[src/rtl/rgb_led_arbiter.sv]
// rgb_led_arbiter: lends the RGB LED to one of three status requesters at a time.
// Arbitration uses fixed priority with a minimum hold time and happens only on
// PWM period boundaries. The block drives the PWM and enable pins of SB_RGBA_DRV.
module rgb_led_arbiter #(
    parameter int CLK_DIV       = 48,
    parameter int BLINK_PERIODS = 64,
    parameter int HOLD_PERIODS  = 16
) (
    input  logic        hw_clk,
    input  logic        rst,
    input  logic [2:0]  req,
    input  logic [23:0] color0,
    input  logic [23:0] color1,
    input  logic [23:0] color2,
    input  logic [2:0]  blink,
    output logic [2:0]  grant,
    output logic        led_en,
    output logic        pwm_red,
    output logic        pwm_green,
    output logic        pwm_blue
);

    localparam int PRE_W  = (CLK_DIV > 1) ? $clog2(CLK_DIV) : 1;
    localparam int HOLD_W = $clog2(HOLD_PERIODS + 1);
    localparam int BLK_W  = (BLINK_PERIODS > 1) ? $clog2(BLINK_PERIODS) : 1;

    typedef enum logic {
        S_IDLE = 1'b0,
        S_OWN  = 1'b1
    } state_t;

    state_t              r_state;
    logic [PRE_W-1:0]    r_pre;
    logic [7:0]          r_pwm_cnt;
    logic [HOLD_W-1:0]   r_hold;
    logic [BLK_W-1:0]    r_blink_cnt;
    logic                r_blink_on;
    logic                r_blink_q;
    logic [1:0]          r_owner;
    logic [2:0]          r_grant;
    logic                r_led_en;
    logic [7:0]          r_dr, r_dg, r_db;
    logic                r_pwm_red, r_pwm_green, r_pwm_blue;

    logic                w_tick;
    logic                w_pb;
    logic                w_req_any;
    logic [1:0]          w_sel;
    logic [23:0]         w_sel_color;
    logic                w_sel_blink;
    logic [23:0]         w_own_color;
    logic                w_own_blink;
    logic                w_own_req;
    logic                w_release;
    logic                w_new_grant;
    logic                w_lit;

    assign w_tick    = (r_pre == PRE_W'(CLK_DIV - 1));
    assign w_pb      = w_tick && (r_pwm_cnt == 8'hFF);
    assign w_req_any = |req;

    // Lowest-index requester wins; sel is meaningless when nobody requests.
    always_comb begin
        w_sel = 2'd0;
        if (req[0])      w_sel = 2'd0;
        else if (req[1]) w_sel = 2'd1;
        else if (req[2]) w_sel = 2'd2;
    end

    // Colour/blink of the candidate and of the current owner.
    always_comb begin
        w_sel_color = color0;
        w_sel_blink = blink[0];
        w_own_color = color0;
        w_own_blink = blink[0];
        w_own_req   = req[0];
        case (w_sel)
            2'd1:    begin w_sel_color = color1; w_sel_blink = blink[1]; end
            2'd2:    begin w_sel_color = color2; w_sel_blink = blink[2]; end
            default: begin w_sel_color = color0; w_sel_blink = blink[0]; end
        endcase
        case (r_owner)
            2'd1:    begin w_own_color = color1; w_own_blink = blink[1]; w_own_req = req[1]; end
            2'd2:    begin w_own_color = color2; w_own_blink = blink[2]; w_own_req = req[2]; end
            default: begin w_own_color = color0; w_own_blink = blink[0]; w_own_req = req[0]; end
        endcase
    end

    // The owner lets go once its hold is spent and it either stopped asking
    // or a higher-priority requester is waiting.
    assign w_release   = (r_hold == '0) && (!w_own_req || (w_req_any && (w_sel < r_owner)));
    assign w_new_grant = w_req_any && ((r_state == S_IDLE) || w_release);

    // Prescaler and 8-bit PWM step counter.
    always_ff @(posedge hw_clk or posedge rst) begin
        if (rst) begin
            r_pre     <= '0;
            r_pwm_cnt <= 8'd0;
        end else if (w_tick) begin
            r_pre     <= '0;
            r_pwm_cnt <= r_pwm_cnt + 8'd1;
        end else begin
            r_pre     <= r_pre + PRE_W'(1);
        end
    end

    // Grant FSM: all ownership, hold, blink and duty state moves only on a period boundary.
    always_ff @(posedge hw_clk or posedge rst) begin
        if (rst) begin
            r_state     <= S_IDLE;
            r_owner     <= 2'd0;
            r_grant     <= 3'b000;
            r_led_en    <= 1'b0;
            r_hold      <= '0;
            r_blink_cnt <= '0;
            r_blink_on  <= 1'b0;
            r_blink_q   <= 1'b0;
            r_dr        <= 8'd0;
            r_dg        <= 8'd0;
            r_db        <= 8'd0;
        end else if (w_pb) begin
            case (r_state)
                S_IDLE, S_OWN: begin
                    if (w_new_grant) begin
                        r_state     <= S_OWN;
                        r_owner     <= w_sel;
                        r_grant     <= 3'b001 << w_sel;
                        r_led_en    <= 1'b1;
                        r_hold      <= HOLD_W'(HOLD_PERIODS);
                        r_blink_cnt <= '0;
                        r_blink_on  <= 1'b1;
                        r_blink_q   <= w_sel_blink;
                        {r_dr, r_dg, r_db} <= w_sel_color;
                    end else if (r_state == S_OWN && w_release) begin
                        r_state  <= S_IDLE;
                        r_grant  <= 3'b000;
                        r_led_en <= 1'b0;
                    end else if (r_state == S_OWN) begin
                        // Owner kept: count hold down and refresh duty at the boundary only.
                        if (r_hold != '0) r_hold <= r_hold - HOLD_W'(1);
                        r_blink_q <= w_own_blink;
                        {r_dr, r_dg, r_db} <= w_own_color;
                        if (r_blink_cnt == BLK_W'(BLINK_PERIODS - 1)) begin
                            r_blink_cnt <= '0;
                            r_blink_on  <= ~r_blink_on;
                        end else begin
                            r_blink_cnt <= r_blink_cnt + BLK_W'(1);
                        end
                    end
                end
                default: r_state <= S_IDLE;
            endcase
        end
    end

    assign w_lit = (r_state == S_OWN) && (r_blink_on || !r_blink_q);

    // Registered PWM compare, one cycle behind the counter and duty registers.
    always_ff @(posedge hw_clk or posedge rst) begin
        if (rst) begin
            r_pwm_red   <= 1'b0;
            r_pwm_green <= 1'b0;
            r_pwm_blue  <= 1'b0;
        end else begin
            r_pwm_red   <= w_lit && (r_pwm_cnt < r_dr);
            r_pwm_green <= w_lit && (r_pwm_cnt < r_dg);
            r_pwm_blue  <= w_lit && (r_pwm_cnt < r_db);
        end
    end

    assign grant     = r_grant;
    assign led_en    = r_led_en;
    assign pwm_red   = r_pwm_red;
    assign pwm_green = r_pwm_green;
    assign pwm_blue  = r_pwm_blue;

endmodule
[config.mk]
export PLATFORM = sky130hd
export DESIGN_NAME = rgb_led_arbiter
export DESIGN_NICKNAME = d
export VERILOG_FILES = /design/src/rtl/rgb_led_arbiter.sv
export SDC_FILE = /design/constraint.sdc
export NUM_CORES = 1
export LEC_CHECK = 0
export ABC_AREA = 1
export BUFFER_PORTS_ARGS = -buffer_cell sky130_fd_sc_hd__buf_2
export CORE_ASPECT_RATIO = 1.1
export CORE_UTILIZATION = 41
export CTS_CLUSTER_DIAMETER = 30
export DETAILED_ROUTE_END_ITERATION = 8
export PLACE_DENSITY = 0.64
export RECOVER_POWER = 25
export SLEW_MARGIN = 30
export SYNTH_ARGS = -nofsm -noshare
export SYNTH_HDL_FRONTEND = slang
export SYNTH_SLANG_ARGS = --single-unit
[constraint.sdc]
create_clock -name hw_clk -period 3.07 [get_ports hw_clk]
set_input_delay 0.1535 -clock hw_clk [delete_from_list [all_inputs] [get_ports hw_clk]]
set_output_delay 0.1535 -clock hw_clk [all_outputs]
set_load 0.005 [all_outputs]
# Word-level counts from Yosys, hierarchy flattened
# Index checks and enable logic that the tools add are counted.
# word_totals
reg_bits	60
in_bits	80
out_inout_bits	7
# op_classes
addsub	4
magnitude_cmp	4
n_eq_ne	8
shifts	1
n_mux	37
bitwise_logic	2
n_reduce_logical	26
# op_table
cell	count
$pmux W24 S2	2
$mux W8	9
$mux W6	5
$lt A8 B8 Y1	3
$mux W5	4
$add A6 B1 Y6 const B	2
$eq A6 B6 Y1 const B	2
$logic_and A1 B1 Y1	9
$mux W1	9
$add A8 B1 Y8 const B	1
$eq A8 B8 Y1 const B	1
$reduce_and A4 Y1	2
$reduce_bool A2 Y1	4
$mux W2	3
$mux W3	2
$pmux W1 S2	3
$logic_not A5 Y1	1
$reduce_bool A5 Y1	1
$sub A5 B1 Y5 const B	1
$eq A2 B1 Y1 const B	2
$eq A2 B2 Y1 const B	2
$reduce_and A2 Y1	2
$logic_or A1 B1 Y1	3
$reduce_and A3 Y1	1
other kinds (6)	8

# Longest topological paths before layout
# Gate-level depths: netlist (run 1).
# logic_depth
ltp_word	11
ltp_mapped	17
mapped_depth_nobuf	14

# Worst setup path after synthesis (run 1)
# OpenSTA, ideal clock, no wires.
# synth_timing
path_type	register to register
start	reg r_owner[0]
end	reg r_blink_on
arrival_ns	1.714
required_time_ns	2.954
path_slack_ns	1.240
path_stages_with_launch	16
path_buffers	3
synth_period_minus_slack_ns	1.830
cell_sequence	dfrtp_1 inv_1 ha_1 inv_1 nand2_1 nand2_1 nand2_2 nand2_2 nand2_4 buf_6 nand2_4 buf_6 buf_6 nand2_1 nand3_1 nand2_1
# synth_via
elab_chain_cells	9
word_cells_on_any_way	16
cone_classes	order compare (1); eq/ne (3); mux (2); reduce/logical (10)
# synth_lines
element	line_no	text
start, declared	39	logic [1:0] r_owner;
start signal, assigned	126	r_owner <= w_sel;
$eq A2 B2 Y1 / $eq A2 B1 Y1 (equally long branches)	82	case (r_owner)
$pmux W1 S2	82	
$logic_not A1 Y1	91	assign w_release = (r_hold == '0) && (!w_own_req || (w_req_any && (w_sel < r_owner)));
$logic_or A1 B1 Y1 (*)	91	
$logic_and A1 B1 Y1 (*)	91	
$logic_or A1 B1 Y1	92	assign w_new_grant = w_req_any && ((r_state == S_IDLE) || w_release);
$logic_and A1 B1 Y1	92	
$ne A2 B2 Y1 (no source line) / $reduce_bool A2 Y1 (equally long branches)	--	
$reduce_and A4 Y1 (no source line)	--	
end signal, assigned	145	r_blink_on <= ~r_blink_on;
end, declared	37	logic r_blink_on;
# Mark *: on every way between the ends. The rest lies on a longest branch, timed or not.
# A chain may end at the register's enable or synchronous reset.

# Final worst setup path (run 1)
# layout_timing
start	reg r_owner[0]
end	reg r_blink_q
# layout_via
elab_chain_cells	9
word_cells_on_any_way	18
cone_classes	order compare (1); eq/ne (3); mux (5); reduce/logical (9)
# layout_lines
element	line_no	text
$eq A2 B2 Y1 / $eq A2 B1 Y1 (equally long branches)	82	
$pmux W1 S2	82	
$logic_not A1 Y1	91	
$logic_or A1 B1 Y1	91	
$logic_and A1 B1 Y1	91	
$logic_or A1 B1 Y1	92	
$logic_and A1 B1 Y1	92	
$ne A2 B2 Y1 (no source line) / $reduce_bool A2 Y1 (equally long branches)	--	
$reduce_and A3 Y1 (no source line)	--	
end signal, assigned	132	r_blink_q <= w_sel_blink;
end signal, assigned	141	r_blink_q <= w_own_blink;
end, declared	38	logic r_blink_q;
# Parallel ways exist; a longest one is shown, timed or not. The select of a mux whose other input is x is not followed.

==> impl_metrics.env, run 1 <==
export IMPL_p_int_w=0.00163
export IMPL_boundaryPins=87
export IMPL_worstPathArrival_ps=2530
export IMPL_yosys_top_cells_area="dfrtp_1 31%, nand2_1 14%, inv_1 10%, ha_1 8.3%, o21ai_0 7.4%"
export IMPL_start_kind="register"
export IMPL_critPathCaptureType="register"
export IMPL_setup_viol_count_final=0
export IMPL_diodes=0
export IMPL_synth_flop_cell="dfrtp_1"
export IMPL_cts_tree="yes"
export IMPL_postCtsSetupBuffers=0
export IMPL_start_util=0.422
export IMPL_syn2layout_area_growth_pct=15.7
export IMPL_numCtsBuffers=9
export IMPL_synth_edff_count=0
export IMPL_num_vias=4613
export IMPL_regToRegSetupSlack_ps=790
export IMPL_status="completed"
export IMPL_fin_setup_tns_ps=0
export IMPL_synth_avg_cell_area_um2=6.82
export IMPL_synth_cells=711
export IMPL_cap_violations=0
export IMPL_p_sw_w=0.000545
export IMPL_drt_pass1_iter_count=5
export IMPL_grt_pass1_wl_um=19200
export IMPL_die_h_um=116
export IMPL_ys_types=36
export IMPL_worst_ep_required_time_ps=3320
export IMPL_async_flop_share=1.00
export IMPL_drive_above_1_share=0.163
export IMPL_critPathKind="reg -> reg"
export IMPL_p_seq_frac=0.387
export IMPL_drt_total_wl_um=11200
export IMPL_die_w_um=106
export IMPL_dp_cells=919
export IMPL_rows=41
export IMPL_wl_per_cell_um=12.0
export IMPL_synth_nets=823
export IMPL_track_usage=0.191
export IMPL_yosys_area_top_type="dfrtp_1"
export IMPL_min_path_type="in -> reg"
export IMPL_drc=0
export IMPL_hold_viol=0
export IMPL_cts_sinks=60
export IMPL_min_period_ps=2280
export IMPL_max_slew_margin=0.464
export IMPL_cts_root_buf="clkbuf_16"
export IMPL_ctsHoldBuffers=1
export IMPL_ctsResizeCount=0
export IMPL_path_max_fanout=52
export IMPL_grt_max_degree=53
export IMPL_clockBufferDepth=2
export IMPL_yosysWarnings=0
export IMPL_antenna_found_initial=0
export IMPL_dieArea_um2=12300
export IMPL_coreArea_um2=11500
export IMPL_worstMarginPinSlew_ps=803
export IMPL_fin_nets=893
export IMPL_dr_wl_met2_um=5070
export IMPL_ys_ff_latch=60
export IMPL_p_sw_frac=0.250
export IMPL_combPwrFrac=0.153
export IMPL_p_clk_frac=0.460
export IMPL_fin_crit_sh=0.743
export IMPL_clock_latency_ps=320
export IMPL_cellLeakagePower_nw=2.98
export IMPL_ys_seq_area_frac=0.310
export IMPL_syn_cell_area_um2=4850
export IMPL_route_met3_wl_um=361
export IMPL_final_cells=936
export IMPL_highest_layer="met4"
export IMPL_drt_met1_wl_um=5660
export IMPL_portBuffers=86
export IMPL_fmax_mhz=438
export IMPL_fin_worst_skew_ps=5.04
export IMPL_viasPerCell=4.93
export IMPL_htreeDepth=3
export IMPL_grt_overflow=0
export IMPL_ant_nets=0
export IMPL_rsz0062_at_grt="no"
export IMPL_dr_first_iter_drc_count=216
export IMPL_path_clk_slew_ps=50
export IMPL_max_vdd_ir_drop_mv=0.310
export IMPL_gp_congestion=0.816
export IMPL_synth_top_cell_area_share=0.310
export IMPL_place_hpwl_um=8370
export IMPL_power_density_nw_per_um2=388
export IMPL_grt_pass1_vias=4229
export IMPL_slew_violations=0
## cell usage after synthesis, types with 2 or more instances
cell type,n
o22ai_1,50
buf_2,3
nand4_1,4
nand2_2,3
nand2_1,186
o21ai_1,10
clkinv_1,3
buf_4,2
nand3_1,46
buf_1,5
ha_1,32
buf_6,8
o21ai_0,72
o21ai_2,11
clkbuf_1,15
dfrtp_1,60
inv_1,132
a21oi_1,16
and3b_1,2
xor2_1,11
nor2_1,18
inv_2,2
nor3_1,5
xnor2_1,2
nand2_4,2
## path summary, 6_finish.rpt
| check | startpoint | endpoint | cells after the start |
|---|---|---|---|
| hold / removal | req[1] | r_owner[0] | 3 |
| setup / recovery | r_owner[0] | r_blink_q | 12 |
| min in group asynchronous | rst | r_blink_cnt[3] | 3 |
| setup reg to reg | r_owner[0] | r_blink_q | 12 |
| max in group asynchronous | rst | r_db[5] | 4 |
| hold reg to reg | r_pre[0] | r_pre[0] | 1 |
## cell type report
type | instances | area [um^2]
clock buffers | 11 | 253
clock inverters | 5 | 50.0
fillers | 1182 | 5880
inverters | 137 | 514
multi-input cells | 481 | 2640
flip-flops and latches | 60 | 1500
well taps | 150 | 188
repair buffers | 92 | 473
## routing by layer
metal	up-vias	global-route usage
li1	2428	-
met3	9	0.0231
met2	104	0.314
met4	0	0.0556
met5	-	0
met1	2072	0.267
## power groups by stage
| stage | Combinational, W | Clock (W) | Sequential, W |
|---|---|---|---|
| detailed placement | 0.000334 | 0 | 0.000855 |
| CTS | 0.000337 | 0.00102 | 0.000842 |
| finish | 0.000333 | 0.00100 | 0.000843 |
| global route | 0.000389 | 0.00106 | 0.000845 |
| floorplan | 0.000235 | 0 | 0.000853 |
| global placement | 0.000325 | 0 | 0.000854 |
## critical path, cell delays in order, from the launching register on
cell     delay (ps)
dfrtp_1         390
inv_1            60
ha_1            300
inv_1            80
nand2_1          60
nand2_1          60
nand2_2          70
nand2_2          80
nand2_4         200
a21oi_4         180
buf_4           450
nand2_1         180
o21ai_2          80
## sequential cells by signal (all words and copies together), names as in the netlist
name,flops
r_db,8
r_dg,8
r_dr,8
r_pwm_cnt,8
r_blink_cnt,6
r_pre,6
r_hold,5
grant,3
r_owner,2
led_en,1
pwm_blue,1
pwm_green,1
pwm_red,1
r_blink_on,1
r_blink_q,1
## metrics by stage
step	setup WS, ps	area, um^2	util	hold WS, ps	power, W
2_1_floorplan	1240	4850	-	363	0.00109
3_3_place_gp	767	5310	0.462	183	0.00118
3_5_place_dp	726	5310	0.462	191	0.00119
4_1_cts	787	5620	0.489	205	0.00220
5_1_grt	560	5610	0.489	231	0.00229
6_report	789	5610	0.489	213	0.00218
## logic make-up after synthesis
| group | Yosys count | synth area share |
|---|---|---|
| compound gates | 160 | 0.189 |
| xor+xnor | 13 | 0.0235 |
| fa+ha+maj | 32 | 0.0825 |
| buf+inv | 170 | 0.146 |
| flops | 60 | 0.310 |
| mux | 1 | 0.00232 |
| simple gates | 275 | 0.247 |
## placed cells by master, fill, tap and decap left out, types with 9 or more instances in the layout
master / instances
inv_1: 132
o21ai_1: 10
o21ai_2: 11
nor2_1: 18
ha_1: 32
nand3_1: 47
xor2_1: 11
o22ai_1: 50
a21oi_1: 16
buf_2: 82
clkbuf_16: 9
o21ai_0: 72
nand2_1: 186
dfrtp_1: 60
Power figures use the tool's default switching activity.
==> inputs of run 2 (changes only) <==
==> constraint.sdc (replaced) <==
create_clock -name hw_clk -period 2.2 [get_ports hw_clk]
set_input_delay 0.11 -clock hw_clk [delete_from_list [all_inputs] [get_ports hw_clk]]
set_output_delay 0.11 -clock hw_clk [all_outputs]
set_load 0.005 [all_outputs]
==> run 2 against run 1 <==
Net effect:
- sequential share of layout area fell by 0.64 points
- worst setup slack got worse by 540 ps
- worst hold slack got worse by 31 ps
- utilization rose by 1.2 points
- largest cell class unchanged
- largest power group unchanged
==> impl_metrics.env, run 2 (same netlist as run 1, synthesis figures left out) <==
export IMPL_status="completed"
export IMPL_fmax_mhz=512
export IMPL_syn2layout_area_growth_pct=18.6
export IMPL_htreeDepth=3
export IMPL_track_usage=0.202
export IMPL_drt_total_wl_um=12000
export IMPL_min_path_type="in -> reg"
export IMPL_busiest_layer="met2"
export IMPL_met1_usage=0.273
export IMPL_slew_violations=0
export IMPL_dieArea_um2=12300
export IMPL_stdcell_area_um2=5750
export IMPL_final_common_cell="nand2_1"
export IMPL_place_hpwl_um=8620
export IMPL_fin_worst_skew_ps=11.0
export IMPL_die_w_um=106
export IMPL_grt_met3_usage=0.0225
export IMPL_cts_tree="yes"
export IMPL_ant_nets=0
export IMPL_path_max_fanout=25
export IMPL_fin_nets=899
export IMPL_path_clk_slew_ps=60
export IMPL_worstPathArrival_ps=2210
export IMPL_start_kind="register"
export IMPL_rows=41
export IMPL_setup_viol_count_final=0
export IMPL_drc=0
export IMPL_diodes=0
export IMPL_grtUsageMet2=0.340
export IMPL_p_int_w=0.00252
export IMPL_antenna_found_initial=0
export IMPL_rsz0062_at_grt="no"
export IMPL_critPathCaptureType="register"
export IMPL_portBuffers=86
export IMPL_clockBufferDepth=2
export IMPL_p_clk_frac=0.501
export IMPL_combPwrFrac=0.145
export IMPL_clock_latency_ps=330
export IMPL_num_vias=4733
export IMPL_layout_common_cells="186 x nand2_1, 132 x inv_1, 83 x buf_2"
export IMPL_p_seq_frac=0.354
export IMPL_final_core_util=0.501
export IMPL_p_sw_w=0.000794
export IMPL_postCtsSetupBuffers=0
export IMPL_start_util=0.422
export IMPL_critPathKind="reg -> reg"
export IMPL_numCtsBuffers=9
export IMPL_viasPerCell=5.02
export IMPL_drive_above_1_share=0.172
export IMPL_wl_per_cell_um=12.7
export IMPL_fin_setup_tns_ps=0
export IMPL_coreArea_um2=11500
export IMPL_regToRegSetupSlack_ps=250
export IMPL_cellLeakagePower_nw=3.04
export IMPL_boundaryPins=87
export IMPL_min_period_ps=1950
export IMPL_hold_slack_ps=182
export IMPL_worstMarginPinSlew_ps=984
export IMPL_power_density_nw_per_um2=577
export IMPL_fin_crit_sh=0.887
export IMPL_grt_pass1_wl_um=20000
export IMPL_grt_max_degree=51
export IMPL_dr_first_iter_drc_count=240
export IMPL_cts_sinks=60
export IMPL_drt_pass1_iter_count=5
export IMPL_p_sw_frac=0.239
export IMPL_grt_pass1_vias=4328
export IMPL_worst_ep_required_time_ps=2460
export IMPL_max_vdd_ir_drop_mv=0.354
export IMPL_hold_viol=0
export IMPL_max_slew_margin=0.343
export IMPL_gp_congestion=0.850
export IMPL_die_h_um=116
export IMPL_cts_root_buf="clkbuf_16"
export IMPL_cap_violations=0
export IMPL_placed_area_um2=5380
export IMPL_grt_overflow=0
run 2: cell types whose count changed in the layout (fill, tap and decap cells not counted), sizes merged:
cell | previous run | this run
clkinv | 7 | 3
buf | 87 | 94
bufinv | 1 | 3
clkinvlp | 0 | 1
run 2: path summary, 6_finish.rpt:
| kind | start | endpoint | cells past startpoint |
|---|---|---|---|
| max in group asynchronous | rst | r_dg[4] | 4 |
| hold / removal | req[2] | r_owner[1] | 3 |
| setup reg to reg | r_owner[0] | r_dr[2] | 14 |
| setup / recovery | r_owner[0] | r_dr[2] | 14 |
| hold reg to reg | r_pre[0] | r_pre[0] | 1 |
| min in group asynchronous | rst | r_hold[0] | 3 |
run 2: cell type report:
cell class                      instances  area, um^2
Clock inverter                          4        95.1
Fill cell                            1144        5740
Timing Repair Buffer                   98         544
Sequential cell                        60        1500
Clock buffer                           12         256
Multi-Input combinational cell        481        2650
Tap cell                              150         188
Inverter                              137         518
run 2: metrics by stage:
stage          power (W)  worst slack (ps)  instances
2_1_floorplan    0.00152               370        711
3_3_place_gp     0.00166               164        925
3_5_place_dp     0.00167              79.7        925
4_1_cts          0.00334              63.8        942
5_1_grt          0.00346              74.3        942
6_report         0.00332               248        942
run 2: worst max-delay path, stage by stage (launching register included):
cell and delay, ps:
dfrtp_1 390, inv_1 60, ha_1 230, nand2_1 70, nand2_1 50, nand2_1 50
nand2_1 60, nand2_2 90, nand2_2 70, nand2_4 120, buf_4 300, nand3_1 100
nand2_1 120, nand2_1 80, o21ai_2 60
run 2: routing by layer:
metal	routed length [um]	vias to the layer above
met5	0	-
met4	124	0
met3	543	9
met2	5570	147
met1	5730	2140
li1	-	2437
run 2: power by group through the flow:
stage                     clock (W)  sequential (W)  combinational (W)
final                       0.00166         0.00117           0.000480
after global routing        0.00173         0.00118           0.000552
after CTS                   0.00168         0.00117           0.000481
after detailed placement          0         0.00119           0.000476
after global placement            0         0.00119           0.000465
after floorplan                   0         0.00119           0.000328
run 2: what timing repair did:
| action | CTS | global route |
|---|---|---|
| endpoints found under the hold margin | 23 | 0 |
| hold buffers | 1 | 0 |
| setup endpoints to repair | 0 | 26 |
| gates resized for setup | 0 | 2 |
==> inputs of run 3 (changes only) <==
==> constraint.sdc (replaced) <==
create_clock -name hw_clk -period 2.2 [get_ports hw_clk]
set_input_delay 0.11 -clock hw_clk [delete_from_list [all_inputs] [get_ports hw_clk]]
set_output_delay 0.11 -clock hw_clk [all_outputs]
set_load 0.01 [all_outputs]
==> run 3 against run 2 <==
Net effect:
- worst setup slack got worse by 0.82 ps
- sequential cell count unchanged
- register-to-register slack is essentially flat
- critical path type unchanged
- critical endpoint unchanged
==> impl_metrics.env, run 3 (same netlist as run 1, synthesis figures left out) <==
export IMPL_seqCellArea_um2=1500
export IMPL_max_slew_margin=0.343
export IMPL_critPathKind="reg -> reg"
export IMPL_cts_tree="yes"
export IMPL_grt_pass1_wl_um=20000
export IMPL_place_hpwl_um=8620
export IMPL_die_h_um=116
export IMPL_path_cells="inv_1 > ha_1 > nand2_1 > nand2_1 > nand2_1 > nand2_1 > nand2_2 > nand2_2 > nand2_4 > buf_4 > nand3_1 > nand2_1 > nand2_1 > o21ai_2"
export IMPL_dieArea_um2=12300
export IMPL_drt_total_wl_um=12000
export IMPL_cpMostUsedCell="nand2_1"
export IMPL_numCtsBuffers=9
export IMPL_grt_pass1_vias=4328
export IMPL_portBuffers=86
export IMPL_diodes=0
export IMPL_status="completed"
export IMPL_dp_cells=925
export IMPL_final_cells=942
export IMPL_path_max_fanout=25
export IMPL_fmax_mhz=512
export IMPL_power_density_nw_per_um2=577
export IMPL_critPathCaptureType="register"
export IMPL_wl_per_cell_um=12.7
export IMPL_nFillCells=1143
export IMPL_slew_violations=0
export IMPL_rsz0062_at_grt="no"
export IMPL_start_util=0.422
export IMPL_cts_sinks=60
export IMPL_grtUsageMet2=0.340
export IMPL_grt_max_degree=51
export IMPL_multiInputGateArea_um2=2650
export IMPL_ant_nets=0
export IMPL_cellLeakagePower_nw=3.03
export IMPL_fin_setup_tns_ps=0
export IMPL_num_vias=4731
export IMPL_dr_first_iter_drc_count=255
export IMPL_hold_viol=0
export IMPL_gp_congestion=0.850
export IMPL_cts_root_buf="clkbuf_16"
export IMPL_grt_met3_usage=0.0225
export IMPL_min_path_type="in -> reg"
export IMPL_syn2layout_area_growth_pct=18.5
export IMPL_rows=41
export IMPL_max_vdd_ir_drop_mv=0.354
export IMPL_coreArea_um2=11500
export IMPL_layout_common_cells="186 x nand2_1, 132 x inv_1, 80 x buf_2"
export IMPL_drc=0
export IMPL_grt_overflow=0
export IMPL_worstMarginPinSlew_ps=985
export IMPL_setup_viol_count_final=0
export IMPL_viasPerCell=5.02
export IMPL_drt_pass1_iter_count=5
export IMPL_min_period_ps=1950
export IMPL_final_common_cell="nand2_1"
export IMPL_fin_nets=899
export IMPL_drive_above_1_share=0.168
export IMPL_boundaryPins=87
export IMPL_fin_crit_sh=0.887
export IMPL_path_clk_slew_ps=60
export IMPL_antenna_found_initial=0
export IMPL_busiest_layer="met2"
export IMPL_die_w_um=106
export IMPL_clockBufferDepth=2
export IMPL_start_kind="register"
export IMPL_met1_usage=0.273
export IMPL_htreeDepth=3
export IMPL_worstPathArrival_ps=2210
export IMPL_cap_violations=0
export IMPL_clock_latency_ps=330
export IMPL_critPathMaxStageDelay_ps=390
export IMPL_cpMaxStageDelayCell="dfrtp_1"
export IMPL_fin_worst_skew_ps=11.0
export IMPL_worst_ep_required_time_ps=2460
export IMPL_track_usage=0.202
## run 3: per-stage QoR
step | utilization | total power, W | instance area, um^2 | hold slack [ps] | worst slack (ps)
2_1_floorplan | - | 0.00152 | 4850 | 320 | 367
3_3_place_gp | 0.468 | 0.00166 | 5380 | 189 | 164
5_1_grt | 0.500 | 0.00346 | 5750 | 202 | 74.3
6_report | 0.500 | 0.00332 | 5750 | 181 | 248
4_1_cts | 0.500 | 0.00334 | 5740 | 156 | 63.8
3_5_place_dp | 0.468 | 0.00167 | 5380 | 198 | 79.7
## run 3: worst max-delay path: cells and delay by family (launching register included)
| family | cells | cell delay, ps |
|---|---|---|
| compound gates | 1 | 60 |
| fa+ha+maj | 1 | 230 |
| buf+inv | 2 | 360 |
| flops | 1 | 390 |
| simple gates | 10 | 810 |
## run 3: worst paths after layout
path | slack (ps) | endpoint | from | cells past startpoint
min in group asynchronous | 560 | r_hold[0] | rst | 3
worst max register to register | 250 | r_dr[2] | r_owner[0] | 14
worst min register to register | 470 | r_pre[0] | r_pre[0] | 1
worst min-delay path | 180 | r_owner[1] | req[2] | 3
worst max-delay path | 250 | r_dr[2] | r_owner[0] | 14
max in group asynchronous | 800 | r_dg[4] | rst | 4
## run 3: what timing repair did
action | CTS | global route
gates resized for setup | 0 | 2
hold endpoints to repair | 23 | 0
setup buffers | 0 | 0
hold buffers | 1 | 0
setup endpoints to repair | 0 | 26
## run 3: report_power, final
part	switching [W]	total [W]	internal, W
clock network	0.000498	0.00166	0.00117
registers	0.0000142	0.00117	0.00116
logic	0.000282	0.000480	0.000198
total	0.000794	0.00332	0.00252
## run 3: layer usage
metal,vias up,share of wire
li1,2437,-
met1,2147,0.48
met2,138,0.47
met3,9,0.040
met4,0,0.011
met5,-,0
## run 3: cell type report
cell class                      instances  share of cell area
Sequential cell                        60               0.261
Inverter                              137              0.0901
Tap cell                              150              0.0327
Clock inverter                          4              0.0165
Timing Repair Buffer                   98              0.0940
Clock buffer                           12              0.0446
Multi-Input combinational cell        481               0.461
